**config.mk**
```make
export PLATFORM = sky130hd
export DESIGN_NAME = dtim_arbiter_flat
export DESIGN_NICKNAME = d
export VERILOG_FILES = /design/src/rtl/dtim_arbiter_if.sv /design/src/rtl/dtim_arbiter.sv /design/src/flat_wrapper.sv
export SDC_FILE = /design/constraint.sdc
export NUM_CORES = 1
export LEC_CHECK = 0
export ABC_AREA = 0
export CAP_MARGIN = 25
export CORE_UTILIZATION = 50
export DETAILED_ROUTE_END_ITERATION = 10
export GPL_TIMING_DRIVEN = 1
export PLACE_DENSITY_LB_ADDON = 0.3
export SLEW_MARGIN = 10
export SYNTH_ARGS = -nofsm -noshare
export SYNTH_HDL_FRONTEND = slang
export SYNTH_SLANG_ARGS = --single-unit
```
**constraint.sdc**
```tcl
create_clock -name clk -period 3.1 [get_ports clk]
set_clock_uncertainty 0.15 [all_clocks]
set_input_delay 0.62 -clock clk [delete_from_list [all_inputs] [get_ports clk]]
set_output_delay 0.62 -clock clk [all_outputs]
set_load 0.05 [all_outputs]
```
**src/rtl/dtim_arbiter_if.sv**
```systemverilog
// dtim arbiter bus bundle: fetch, load/store and dtim request ports.
// slave = arbiter side, master = core/dtim side.
interface dtim_arbiter_if;
  logic        imem_valid;
  logic [31:0] imem_addr;
  logic [31:0] imem_rdata;
  logic        imem_ready;
  logic        imem_error;
  logic        dmem_valid;
  logic [31:0] dmem_addr;
  logic [31:0] dmem_wdata;
  logic [3:0]  dmem_wstrb;
  logic [31:0] dmem_rdata;
  logic        dmem_ready;
  logic        dmem_error;
  logic        dtim_valid;
  logic        dtim_instr;
  logic [31:0] dtim_addr;
  logic [31:0] dtim_wdata;
  logic [3:0]  dtim_wstrb;
  logic [31:0] dtim_rdata;
  logic        dtim_ready;

  modport slave (
    input  imem_valid, imem_addr,
    input  dmem_valid, dmem_addr, dmem_wdata, dmem_wstrb,
    input  dtim_rdata, dtim_ready,
    output imem_rdata, imem_ready, imem_error,
    output dmem_rdata, dmem_ready, dmem_error,
    output dtim_valid, dtim_instr, dtim_addr,
    output dtim_wdata, dtim_wstrb
  );

  modport master (
    output imem_valid, imem_addr,
    output dmem_valid, dmem_addr, dmem_wdata, dmem_wstrb,
    output dtim_rdata, dtim_ready,
    input  imem_rdata, imem_ready, imem_error,
    input  dmem_rdata, dmem_ready, dmem_error,
    input  dtim_valid, dtim_instr, dtim_addr,
    input  dtim_wdata, dtim_wstrb
  );
endinterface

```
**src/rtl/dtim_arbiter.sv**
```systemverilog
// dtim front end: merges fetch and load/store ports onto one
// dtim request port, one transaction in flight, round-robin ties.
module dtim_arbiter #(
  parameter int TIMEOUT   = 256,
  parameter bit PRIO_DATA = 1'b1
) (
  input logic           clk,
  input logic           rst,
  dtim_arbiter_if.slave bus
);

  localparam int CW = $clog2(TIMEOUT) + 1;
  localparam logic [CW-1:0] TO_MAX = CW'(TIMEOUT - 1);

  typedef enum logic {IDLE, BUSY} state_t;

  typedef struct packed {
    logic [31:0] addr;
    logic [31:0] wdata;
    logic [3:0]  wstrb;
  } req_t;

  state_t      state;
  logic        own_d;
  logic        rr;
  logic [CW-1:0] cnt;
  logic        i_pend, d_pend;
  req_t        i_slot, d_slot;

  logic        i_new, d_new;
  logic        i_cand, d_cand;
  logic        tie;
  logic        gnt_i, gnt_d;
  logic        hit;
  req_t        i_req, d_req;

  // Candidate set, capture qualification and grant decision
  always_comb begin
    i_new  = bus.imem_valid & ~i_pend
           & ~((state == BUSY) & ~own_d);
    d_new  = bus.dmem_valid & ~d_pend
           & ~((state == BUSY) & own_d);
    i_req  = i_pend ? i_slot
                    : '{addr: bus.imem_addr,
                        wdata: 32'h0,
                        wstrb: 4'h0};
    d_req  = d_pend ? d_slot
                    : '{addr: bus.dmem_addr,
                        wdata: bus.dmem_wdata,
                        wstrb: bus.dmem_wstrb};
    i_cand = (state == IDLE) & (i_pend | i_new);
    d_cand = (state == IDLE) & (d_pend | d_new);
    tie    = i_cand & d_cand;
    gnt_i  = 1'b0;
    gnt_d  = 1'b0;
    unique case (1'b1)
      tie: begin
        gnt_d = rr;
        gnt_i = ~rr;
      end
      i_cand & ~d_cand: gnt_i = 1'b1;
      d_cand & ~i_cand: gnt_d = 1'b1;
      default: ;
    endcase
    // The issue cycle does not count toward the timeout
    hit = (state == BUSY) & ~bus.dtim_valid
        & (cnt == TO_MAX);
  end

  // Slots, FSM, timeout counter and all registered outputs
  always_ff @(posedge clk or negedge rst) begin
    if (!rst) begin
      state          <= IDLE;
      own_d          <= 1'b0;
      rr             <= PRIO_DATA;
      cnt            <= '0;
      i_pend         <= 1'b0;
      d_pend         <= 1'b0;
      i_slot         <= '0;
      d_slot         <= '0;
      bus.dtim_valid <= 1'b0;
      bus.dtim_instr <= 1'b0;
      bus.dtim_addr  <= 32'h0;
      bus.dtim_wdata <= 32'h0;
      bus.dtim_wstrb <= 4'h0;
      bus.imem_ready <= 1'b0;
      bus.imem_rdata <= 32'h0;
      bus.imem_error <= 1'b0;
      bus.dmem_ready <= 1'b0;
      bus.dmem_rdata <= 32'h0;
      bus.dmem_error <= 1'b0;
    end else begin
      bus.dtim_valid <= 1'b0;
      bus.imem_ready <= 1'b0;
      bus.imem_rdata <= 32'h0;
      bus.imem_error <= 1'b0;
      bus.dmem_ready <= 1'b0;
      bus.dmem_rdata <= 32'h0;
      bus.dmem_error <= 1'b0;

      if (i_new) begin
        i_pend <= 1'b1;
        i_slot <= i_req;
      end
      if (d_new) begin
        d_pend <= 1'b1;
        d_slot <= d_req;
      end
      if (gnt_i) i_pend <= 1'b0;
      if (gnt_d) d_pend <= 1'b0;

      unique case (state)
        IDLE: begin
          if (gnt_i | gnt_d) begin
            state          <= BUSY;
            cnt            <= '0;
            own_d          <= gnt_d;
            bus.dtim_valid <= 1'b1;
            bus.dtim_instr <= gnt_i;
            bus.dtim_addr  <= gnt_d ? d_req.addr
                                    : i_req.addr;
            bus.dtim_wdata <= gnt_d ? d_req.wdata
                                    : i_req.wdata;
            bus.dtim_wstrb <= gnt_d ? d_req.wstrb
                                    : i_req.wstrb;
            if (tie) rr <= ~rr;
          end
        end
        BUSY: begin
          if (bus.dtim_ready | hit) begin
            state <= IDLE;
            if (own_d) begin
              bus.dmem_ready <= 1'b1;
              bus.dmem_rdata <= bus.dtim_ready
                              ? bus.dtim_rdata : 32'h0;
              bus.dmem_error <= ~bus.dtim_ready;
            end else begin
              bus.imem_ready <= 1'b1;
              bus.imem_rdata <= bus.dtim_ready
                              ? bus.dtim_rdata : 32'h0;
              bus.imem_error <= ~bus.dtim_ready;
            end
          end else if (!bus.dtim_valid && cnt != '1) begin
            cnt <= cnt + 1'b1;
          end
        end
        default: state <= IDLE;
      endcase
    end
  end

endmodule

```
**src/flat_wrapper.sv**
```systemverilog
// flat-port wrapper written by rule: the top's interface ports become plain ports
module dtim_arbiter_flat 
#(
  parameter int TIMEOUT   = 256,
  parameter bit PRIO_DATA = 1'b1
)
  (clk, rst, bus_imem_valid, bus_imem_addr, bus_dmem_valid, bus_dmem_addr, bus_dmem_wdata, bus_dmem_wstrb, bus_dtim_rdata, bus_dtim_ready, bus_imem_rdata, bus_imem_ready, bus_imem_error, bus_dmem_rdata, bus_dmem_ready, bus_dmem_error, bus_dtim_valid, bus_dtim_instr, bus_dtim_addr, bus_dtim_wdata, bus_dtim_wstrb);
  dtim_arbiter_if bus_i ();
  input logic clk;
  input logic rst;
  input wire logic [$bits(bus_i.imem_valid)-1:0] bus_imem_valid;
  input wire logic [$bits(bus_i.imem_addr)-1:0] bus_imem_addr;
  input wire logic [$bits(bus_i.dmem_valid)-1:0] bus_dmem_valid;
  input wire logic [$bits(bus_i.dmem_addr)-1:0] bus_dmem_addr;
  input wire logic [$bits(bus_i.dmem_wdata)-1:0] bus_dmem_wdata;
  input wire logic [$bits(bus_i.dmem_wstrb)-1:0] bus_dmem_wstrb;
  input wire logic [$bits(bus_i.dtim_rdata)-1:0] bus_dtim_rdata;
  input wire logic [$bits(bus_i.dtim_ready)-1:0] bus_dtim_ready;
  output wire logic [$bits(bus_i.imem_rdata)-1:0] bus_imem_rdata;
  output wire logic [$bits(bus_i.imem_ready)-1:0] bus_imem_ready;
  output wire logic [$bits(bus_i.imem_error)-1:0] bus_imem_error;
  output wire logic [$bits(bus_i.dmem_rdata)-1:0] bus_dmem_rdata;
  output wire logic [$bits(bus_i.dmem_ready)-1:0] bus_dmem_ready;
  output wire logic [$bits(bus_i.dmem_error)-1:0] bus_dmem_error;
  output wire logic [$bits(bus_i.dtim_valid)-1:0] bus_dtim_valid;
  output wire logic [$bits(bus_i.dtim_instr)-1:0] bus_dtim_instr;
  output wire logic [$bits(bus_i.dtim_addr)-1:0] bus_dtim_addr;
  output wire logic [$bits(bus_i.dtim_wdata)-1:0] bus_dtim_wdata;
  output wire logic [$bits(bus_i.dtim_wstrb)-1:0] bus_dtim_wstrb;
  assign bus_i.imem_valid = bus_imem_valid;
  assign bus_i.imem_addr = bus_imem_addr;
  assign bus_i.dmem_valid = bus_dmem_valid;
  assign bus_i.dmem_addr = bus_dmem_addr;
  assign bus_i.dmem_wdata = bus_dmem_wdata;
  assign bus_i.dmem_wstrb = bus_dmem_wstrb;
  assign bus_i.dtim_rdata = bus_dtim_rdata;
  assign bus_i.dtim_ready = bus_dtim_ready;
  assign bus_imem_rdata = bus_i.imem_rdata;
  assign bus_imem_ready = bus_i.imem_ready;
  assign bus_imem_error = bus_i.imem_error;
  assign bus_dmem_rdata = bus_i.dmem_rdata;
  assign bus_dmem_ready = bus_i.dmem_ready;
  assign bus_dmem_error = bus_i.dmem_error;
  assign bus_dtim_valid = bus_i.dtim_valid;
  assign bus_dtim_instr = bus_i.dtim_instr;
  assign bus_dtim_addr = bus_i.dtim_addr;
  assign bus_dtim_wdata = bus_i.dtim_wdata;
  assign bus_dtim_wstrb = bus_i.dtim_wstrb;
  dtim_arbiter #(.TIMEOUT(TIMEOUT), .PRIO_DATA(PRIO_DATA)) u_core (.clk(clk), .rst(rst), .bus(bus_i));
endmodule
```
== Word level (Yosys, flattened, before mapping) ==
Cells that the tools add are included.

* Add/sub/neg operators: 1
* $mul: 0
* Div/mod/pow operators: 0
* Magnitude comparators: 0
* Eq/ne operators: 5
* Shifts and indexed selects: 0
* Mux-type cells: 38
* Bitwise operators: 28
* Reduce and logical (&&, ||, !) cells: 7

{| class="wikitable"
|+ Operator list
! operator !! count
|-
| 2-to-1 mux 32 bit || 9
|-
| 2-to-1 mux 68 bit || 2
|-
| 2-to-1 mux 9 bit || 3
|-
| 2-to-1 mux 1 bit || 19
|-
| one-hot mux 9 bit (2 select lines) || 1
|-
| AND 1 bit || 13
|-
| inverter 1 bit || 11
|-
| adder 9 x 1 -> 9 bit, second input constant || 1
|-
| equality test 9 x 8 -> 1 bit, second input constant || 1
|-
| inequality test 9 bit, second input constant || 1
|-
| inequality test 2 bit, second input constant || 3
|-
| one-hot mux 1 bit (2 select lines) || 3
|-
| AND reduction 3 bit || 2
|-
| 2-to-1 mux 4 bit || 1
|-
| bitwise OR 1 bit || 4
|-
| nonzero test 2 bit || 2
|-
| AND reduction 2 bit || 1
|-
| logical AND 1 bit || 1
|-
| zero test 1 bit || 1
|}

* Register bits: 288
* Latch bits: 0
* Memory bits (writable): 0
* Memory bits (read-only): 0
* Bits of input ports: 137
* Output and inout bits: 138
* Word-level logic and storage cells: 102
* Memories kept: 0

== Logic depth before layout (Yosys ltp) ==
Gate-level depths: netlist (run 1).

* Depth in word-level cells: 12
* Depth in mapped cells: 8
* Gate-level depth less buffers: 8

== Worst setup path before layout (run 1) ==
OpenSTA, ideal clock, no wires.

* Path kind: reg-to-reg
* From: register u_core.cnt[2]
* To: register u_core.cnt[7]
* Setup time: 0.077 ns
* Arrival: 1.977 ns
* Required time: 2.873 ns
* Slack: 0.896 ns
* Cell stages (with the launch flop): 9
* Buffers on the path: 0
* Clock period less this slack: 2.204 ns
* Cells stage by stage: dfrtp_1 -> and4_1 -> nand2_1 -> nor2_1 -> ha_1 -> nor4_4 -> nand4_2 -> or3_1 -> a21oi_1

* Longest elaborated chain between the ends: 5
* Elaborated cells on any way between the ends: 12
* Classes of those cells: 1 x add/sub; 4 x eq/ne; 3 x mux; 2 x bitwise; 2 x reduce/logical

{| class="wikitable"
|+ RTL lines
! what !! RTL line !! RTL
|-
| start: declaration || dtim_arbiter.sv:26 || <nowiki>logic [CW-1:0] cnt;</nowiki>
|-
| start signal: assignment || dtim_arbiter.sv:144 || <nowiki>cnt <= cnt + 1'b1;</nowiki>
|-
| branches (longest 5 deep; another with adder 9 x 1 -> 9 bit) || n/a ||
|}

Parallel ways; which one is timed is not known. The select of a mux whose other input is x is not followed.
A chain may end at the register's enable or synchronous reset.

== Worst setup path after layout (run 1) ==
* From: register u_core.bus.dtim_valid
* To: output bus_dtim_valid

{| class="wikitable"
|+ RTL lines
! what !! RTL line !! RTL
|-
| start: declaration || dtim_arbiter_if.sv:30 || <nowiki>output dtim_valid, dtim_instr, dtim_addr,</nowiki>
|-
| start signal: assignment || dtim_arbiter.sv:81 || <nowiki>bus.dtim_valid <= 1'b0;</nowiki>
|-
| start signal: assignment || dtim_arbiter.sv:93 || <nowiki>bus.dtim_valid <= 1'b0;</nowiki>
|-
| start signal: assignment || dtim_arbiter.sv:118 || <nowiki>bus.dtim_valid <= 1'b1;</nowiki>
|-
| end: declaration || flat_wrapper.sv:25 || <nowiki>output wire logic [$bits(bus_i.dtim_valid)-1:0] bus_dtim_valid;</nowiki>
|}

No word-level cell between the ends.

==> flow_metrics.env, run 1 <==
export IMPL_path_clk_slew_ns=0.06
export IMPL_setup_tns_final_ns=0
export IMPL_insertion_delay_ns=0.54
export IMPL_ys_warn_count=0
export IMPL_leakage_nw=7.069
export IMPL_drv_slew=0
export IMPL_power_density_nw_per_um2=1061
export IMPL_synth_top_flop_cell="dfrtp_1"
export IMPL_cp_end_kind="output port"
export IMPL_fill_cells=1678
export IMPL_synth_top_area_frac=0.6171
export IMPL_wire_per_inst_um=17.68
export IMPL_timing_rr_start="u_core.cnt[2]"
export IMPL_power_frac_seq=0.343
export IMPL_worst_setup_path_start_kind="flip-flop"
export IMPL_p_clk_frac=0.212
export IMPL_post_synth_cell_area_avg_um2=11.60
export IMPL_cts_resized=0
export IMPL_drt_initial_drc_count=425
export IMPL_routed_via_density=5.277
export IMPL_r2r_setup_slack_ns=0.63
export IMPL_yosys_area_share_xor_xnor=0.003763
export IMPL_total_power_mw=16.66
export IMPL_worst_slew_pin_transition_ns=0.6699
export IMPL_post_place_ws_ns=0.4560
export IMPL_drv_cap=0
export IMPL_nets=1398
export IMPL_peakVddDrop_uv=574.8
export IMPL_muxShareOfSynthArea=0.1421
export IMPL_synth_seq_area_share=0.6194
export IMPL_cp_top_family="buffers and inverters"
export IMPL_p_int_mw=9.999
export IMPL_p_sw_frac=0.3998
export IMPL_fmax_mhz=383.2
export IMPL_post_route_util=0.6914
export IMPL_rsz0062_at_grt="no"
export IMPL_worst_path_max_delay_cell="clkdlybuf4s50_1"
export IMPL_cts_tree="built"
export IMPL_core_um2=22710
export IMPL_crit_buf_inv=1
export IMPL_setup_slack_ns=0.4903
export IMPL_dieArea_um2=23890
export IMPL_synth_cells=1003
export IMPL_synth_adder_area_share=0.003225
export IMPL_critical_path_depth=1
export IMPL_hold_viol_final=0
export IMPL_crit_arrival_ns=1.84
export IMPL_fin_crit_ns=2.610
export IMPL_cts_max_level=1
export IMPL_syn_num_nets=1143
export IMPL_final_area_um2=15700
export IMPL_wirelength_mm=27.65
export IMPL_synth_cell_types=37
export IMPL_ant_nets=0
export IMPL_critical_path_required_ns=2.33
export IMPL_cp_max_fo=3
export IMPL_area_growth_pct=34.91
export IMPL_antenna_found_initial=1
export IMPL_grt_pass1_vias=8601
export IMPL_worstHoldStart="u_core.bus.dtim_addr[18]"
export IMPL_numPortBuffers=274
export IMPL_die_height_um=154.6
export IMPL_syn_cell_area_um2=11640
export IMPL_grtUsageTotal=0.2356
export IMPL_dp_hpwl_mm=17.55
export IMPL_min_to="u_core.bus.dtim_addr[18]"
export IMPL_ctsHoldBuffers=1
export IMPL_r2r_end="u_core.cnt[7]"
export IMPL_gp_congestion=0.7821
export IMPL_cts_root_buf="clkbuf_16"
export IMPL_boundaryPins=275
export IMPL_synth_simple_gate_area_frac=0.1167
export IMPL_grt_ovfl_total=0
export IMPL_synth_top_family_by_area="multiplexers"
export IMPL_numCtsBuffers=29
export IMPL_grt_first_pass_wirelength_mm=44.90
export IMPL_ys_ff_latch=288
export IMPL_setup_violations=0
export IMPL_synth_edf_count=0
export IMPL_grt_max_degree=101
export IMPL_rows=55
export IMPL_hold_depth=2
export IMPL_synth_area_leaders="dfrtp_1, mux2i_1, nor2_1"
export IMPL_hold_class="flip-flop to flip-flop"
export IMPL_drive_above_1_share=0.1041
export IMPL_critical_path_class="flip-flop to output port"
export IMPL_start_util=0.5125
export IMPL_synthArstFlopShare=1.000
export IMPL_fin_crit_sh=0.8418
export IMPL_cp_slowest_stage_delay_ns=0.87
export IMPL_dr_pass1_iters=5
export IMPL_path_cells="clkdlybuf4s50_1"
export IMPL_post_cts_buffers=0
export IMPL_clock_sinks=288
export IMPL_r2r_cells=8
export IMPL_slew_headroom=0.5534
export IMPL_p_sw_mw=6.660
export IMPL_die_width_um=154.6
export IMPL_combPwrFrac=0.445
export IMPL_placed_area_um2=14720
export IMPL_vias=8254
export IMPL_drc=0
export IMPL_status="complete, no violations"
export IMPL_clk_path_buf_depth=3
export IMPL_synth_compound_area_frac=0.08515
export IMPL_synth_top_cell_by_area="dfrtp_1"
==> worst max path at each step <==
stage               slack [ns]             startpoint             end
floorplan                 0.90          u_core.cnt[2]   u_core.cnt[7]
global route              0.42          u_core.cnt[2]   u_core.cnt[7]
CTS                       0.47  u_core.bus.dtim_valid  bus_dtim_valid
finish                    0.49  u_core.bus.dtim_valid  bus_dtim_valid
global placement          0.54         bus_dmem_valid   u_core.cnt[7]
detailed placement        0.46         bus_dmem_valid   u_core.cnt[1]
==> per-layer routing <==
| metal | global-route usage | wire, um |
|---|---|---|
| met4 | 0.07025 | 552 |
| met1 | 0.3001 | 11680 |
| met3 | 0.06052 | 1882 |
| met5 | 0 | 0 |
| met2 | 0.3973 | 13540 |
==> cell families (layout without fill, tap and decap cells) <==
kind of cell / Yosys count / in the layout
buffers and inverters: 76 / 351
muxes: 158 / 158
DFF: 288 / 288
adders and majority gates: 3 / 3
xor gates and xnor gates: 5 / 5
AOI/OAI and AO/OA: 157 / 157
other: 0 / 1
and+or+nand+nor: 316 / 316
==> final cells by class <==
type / instances / area [um2] / share of cell area
timing repair buffer: 294 / 3025 / 0.1927
clock buffer: 43 / 848.3 / 0.05403
multi-input combinational: 639 / 4110 / 0.2618
sequential: 288 / 7213 / 0.4594
clock inverter: 8 / 121.4 / 0.007730
inverter: 6 / 22.52 / 0.001434
antenna: 1 / 2.502 / 0.0001594
tap: 285 / 356.6 / 0.02271
==> layout by cell type, fill, tap and decap left out, types with 7 or more instances in the layout <==
master,instances
a21oi_1,77
a221o_1,36
buf_12,10
buf_4,9
clkbuf_1,7
clkbuf_16,29
clkbuf_8,7
clkdlybuf4s50_1,273
dfrtp_1,285
mux2_2,58
mux2i_1,100
nand2_1,72
nor2_1,186
nor2b_1,36
o21ai_0,33
==> power by group through the flow <==
stage | clock (mW) | combinational [mW] | sequential (mW)
floorplan | 0 | 3.48 | 7.37
global placement | 0 | 7.27 | 5.72
detailed placement | 0 | 7.46 | 5.76
CTS | 3.59 | 7.48 | 5.72
global route | 3.74 | 7.99 | 5.86
finish | 3.53 | 7.41 | 5.72
==> metrics by stage <==
stage          std cells  hold WS (ns)
6_report            1564        0.3253
5_1_grt             1564        0.3575
4_1_cts             1563        0.3336
3_5_place_dp        1511        0.3196
3_3_place_gp        1511        0.3141
2_1_floorplan       1003        0.1744
==> flip-flops by register name, summed over array words and instances (netlist names), 4 cells and up <==
name and count:
u_core.bus.dmem_rdata 32, u_core.bus.dtim_wdata 32, u_core.cnt 9, u_core.d_slot 68, u_core.bus.dtim_addr 32, u_core.bus.imem_rdata 32, u_core.i_slot 68, u_core.bus.dtim_wstrb 4
==> synth_stat cells, types with 2 or more instances <==
cell	number
nor2_1	186
nor2b_1	36
o21a_1	2
buf_1	3
o31ai_1	2
o21ai_1	4
ha_1	3
a221o_1	36
nand2_1	72
a21oi_1	77
buf_2	42
dfrtp_1	287
clkbuf_1	24
and3b_1	2
inv_1	6
mux2_2	58
xor2_1	5
o21ai_0	33
mux2i_1	100
nand3_1	6
or3_1	2
and3_1	2
Note: power is estimated with default switching activity, not from simulation.
==> inputs of run 2 (changes only) <==
==> constraint.sdc (replaced) <==
create_clock -name clk -period 2.5 [get_ports clk]
set_clock_uncertainty 0.15 [all_clocks]
set_input_delay 0.5 -clock clk [delete_from_list [all_inputs] [get_ports clk]]
set_output_delay 0.5 -clock clk [all_outputs]
set_load 0.05 [all_outputs]
==> flow_metrics.env, run 2 (synthesized netlist as in run 1, its figures left out) <==
export IMPL_worst_setup_path_start_kind="flip-flop"
export IMPL_numPortBuffers=274
export IMPL_cts_max_level=1
export IMPL_cp_end_kind="output port"
export IMPL_leakage_nw=7.177
export IMPL_slew_headroom=0.6241
export IMPL_hold_viol_final=0
export IMPL_insertion_delay_ns=0.54
export IMPL_final_area_um2=15900
export IMPL_clk_path_buf_depth=3
export IMPL_grtUsageTotal=0.2385
export IMPL_die_width_um=154.6
export IMPL_worst_slew_pin_transition_ns=0.5621
export IMPL_crit_buf_inv=1
export IMPL_fin_crit_sh=0.9695
export IMPL_path_clk_slew_ns=0.06
export IMPL_drv_cap=0
export IMPL_start_util=0.5125
export IMPL_clock_sinks=288
export IMPL_n_antenna_cell=0
export IMPL_drc=0
export IMPL_cp_top_family="buffers and inverters"
export IMPL_core_um2=22710
export IMPL_fill_cells=1630
export IMPL_grt_max_degree=69
export IMPL_wirelength_mm=27.93
export IMPL_cts_tree="built"
export IMPL_dr_pass1_iters=5
export IMPL_setup_tns_final_ns=0
export IMPL_cp_slowest_stage_delay_ns=0.83
export IMPL_critical_path_class="flip-flop to output port"
export IMPL_setup_slack_ns=0.07615
export IMPL_critical_path_required_ns=1.85
export IMPL_post_place_ws_ns=0.09776
export IMPL_hold_class="flip-flop to flip-flop"
export IMPL_status="complete, no violations"
export IMPL_grt_pass1_vias=8608
export IMPL_fmax_mhz=412.6
export IMPL_area_growth_pct=36.59
export IMPL_setup_violations=0
export IMPL_power_density_nw_per_um2=1329
export IMPL_vias=8355
export IMPL_grt_ovfl_total=0
export IMPL_die_height_um=154.6
export IMPL_worst_path_max_delay_cell="clkdlybuf4s50_1"
export IMPL_nets=1410
export IMPL_path_cells="clkdlybuf4s50_1"
export IMPL_boundaryPins=275
export IMPL_ant_nets=0
export IMPL_dp_hpwl_mm=18.24
export IMPL_dieArea_um2=23890
export IMPL_holdWs_ns=0.3305
export IMPL_post_cts_buffers=0
export IMPL_wire_per_inst_um=17.70
export IMPL_cp_max_fo=2
export IMPL_final_cell_mix="dfrtp_1, clkdlybuf4s50_1, nor2_1, mux2i_1, a21oi_1"
export IMPL_numCtsBuffers=29
export IMPL_rows=55
export IMPL_routed_via_density=5.295
export IMPL_peakVddDrop_uv=715.5
export IMPL_drt_initial_drc_count=410
export IMPL_antenna_found_initial=0
export IMPL_mostFrequentLayoutCell="dfrtp_1"
export IMPL_placed_area_um2=14850
export IMPL_cts_root_buf="clkbuf_16"
export IMPL_rsz0062_at_grt="no"
export IMPL_fin_crit_ns=2.424
export IMPL_drive_above_1_share=0.1183
export IMPL_crit_arrival_ns=1.77
export IMPL_grt_first_pass_wirelength_mm=45.11
export IMPL_gp_congestion=0.7850
export IMPL_largest_registers="u_core.d_slot: 68 flops, u_core.i_slot: 68 flops"
export IMPL_drv_slew=0
## run 2: worst paths after layout
path                                            from                      end  slack (ns)  cells past startpoint
min in group asynchronous                        rst        u_core.d_slot[41]        0.34                      2
min                          u_core.bus.dtim_addr[8]  u_core.bus.dtim_addr[8]        0.33                      2
min reg2reg                  u_core.bus.dtim_addr[8]  u_core.bus.dtim_addr[8]        0.33                      2
max in group asynchronous                        rst                u_core.rr        1.18                      3
max                        u_core.bus.dtim_wdata[16]       bus_dtim_wdata[16]        0.08                      1
max reg2reg                            u_core.cnt[2]            u_core.cnt[8]        0.25                      9
## run 2: area by class of cell
| type | instances | area [um2] | share of cell area |
|---|---|---|---|
| Inverter | 6 | 22.52 | 0.001417 |
| Tap cell | 285 | 356.6 | 0.02243 |
| Clock inverter | 17 | 225.2 | 0.01417 |
| Timing Repair Buffer | 306 | 3152 | 0.1983 |
| Sequential cell | 288 | 7213 | 0.4538 |
| Clock buffer | 37 | 815.8 | 0.05132 |
| Multi-Input combinational cell | 639 | 4110 | 0.2586 |
## run 2: layer usage
layer,GRT usage,part of all wire
met5,0,0
met2,0.3952,0.49
met4,0.08911,0.035
met1,0.3116,0.42
met3,0.04791,0.056
## run 2: power by group
group | switching [mW] | internal (mW) | total (mW)
clock | 1.83 | 2.82 | 4.66
sequential | 0.884 | 6.20 | 7.08
combinational | 5.69 | 3.71 | 9.39
## run 2: per-stage QoR
step | std cells | utilization | power, mW
floorplan | 1003 | - | 13.45
global placement | 1523 | 0.6537 | 16.31
detailed placement | 1523 | 0.6537 | 16.58
CTS | 1578 | 0.6999 | 21.30
global route | 1578 | 0.6999 | 22.27
finish | 1578 | 0.6999 | 21.13
## run 2: repair_timing
action	in CTS	in global routing
setup endpoints to repair	1	0
hold endpoints to repair	49	0
gates resized for setup	1	0
hold buffers	1	0
==> inputs of run 3 (changes only) <==
--- a/config.mk
+++ b/config.mk
@@ -6,6 +6,7 @@
 export NUM_CORES = 1
 export LEC_CHECK = 0
 export ABC_AREA = 0
+export ABC_CLOCK_PERIOD_IN_PS = 2500
 export CAP_MARGIN = 25
 export CORE_UTILIZATION = 50
 export DETAILED_ROUTE_END_ITERATION = 10
==> results of run 3 <==
The final DEF is identical to that of run 2; final timing and power are the same.
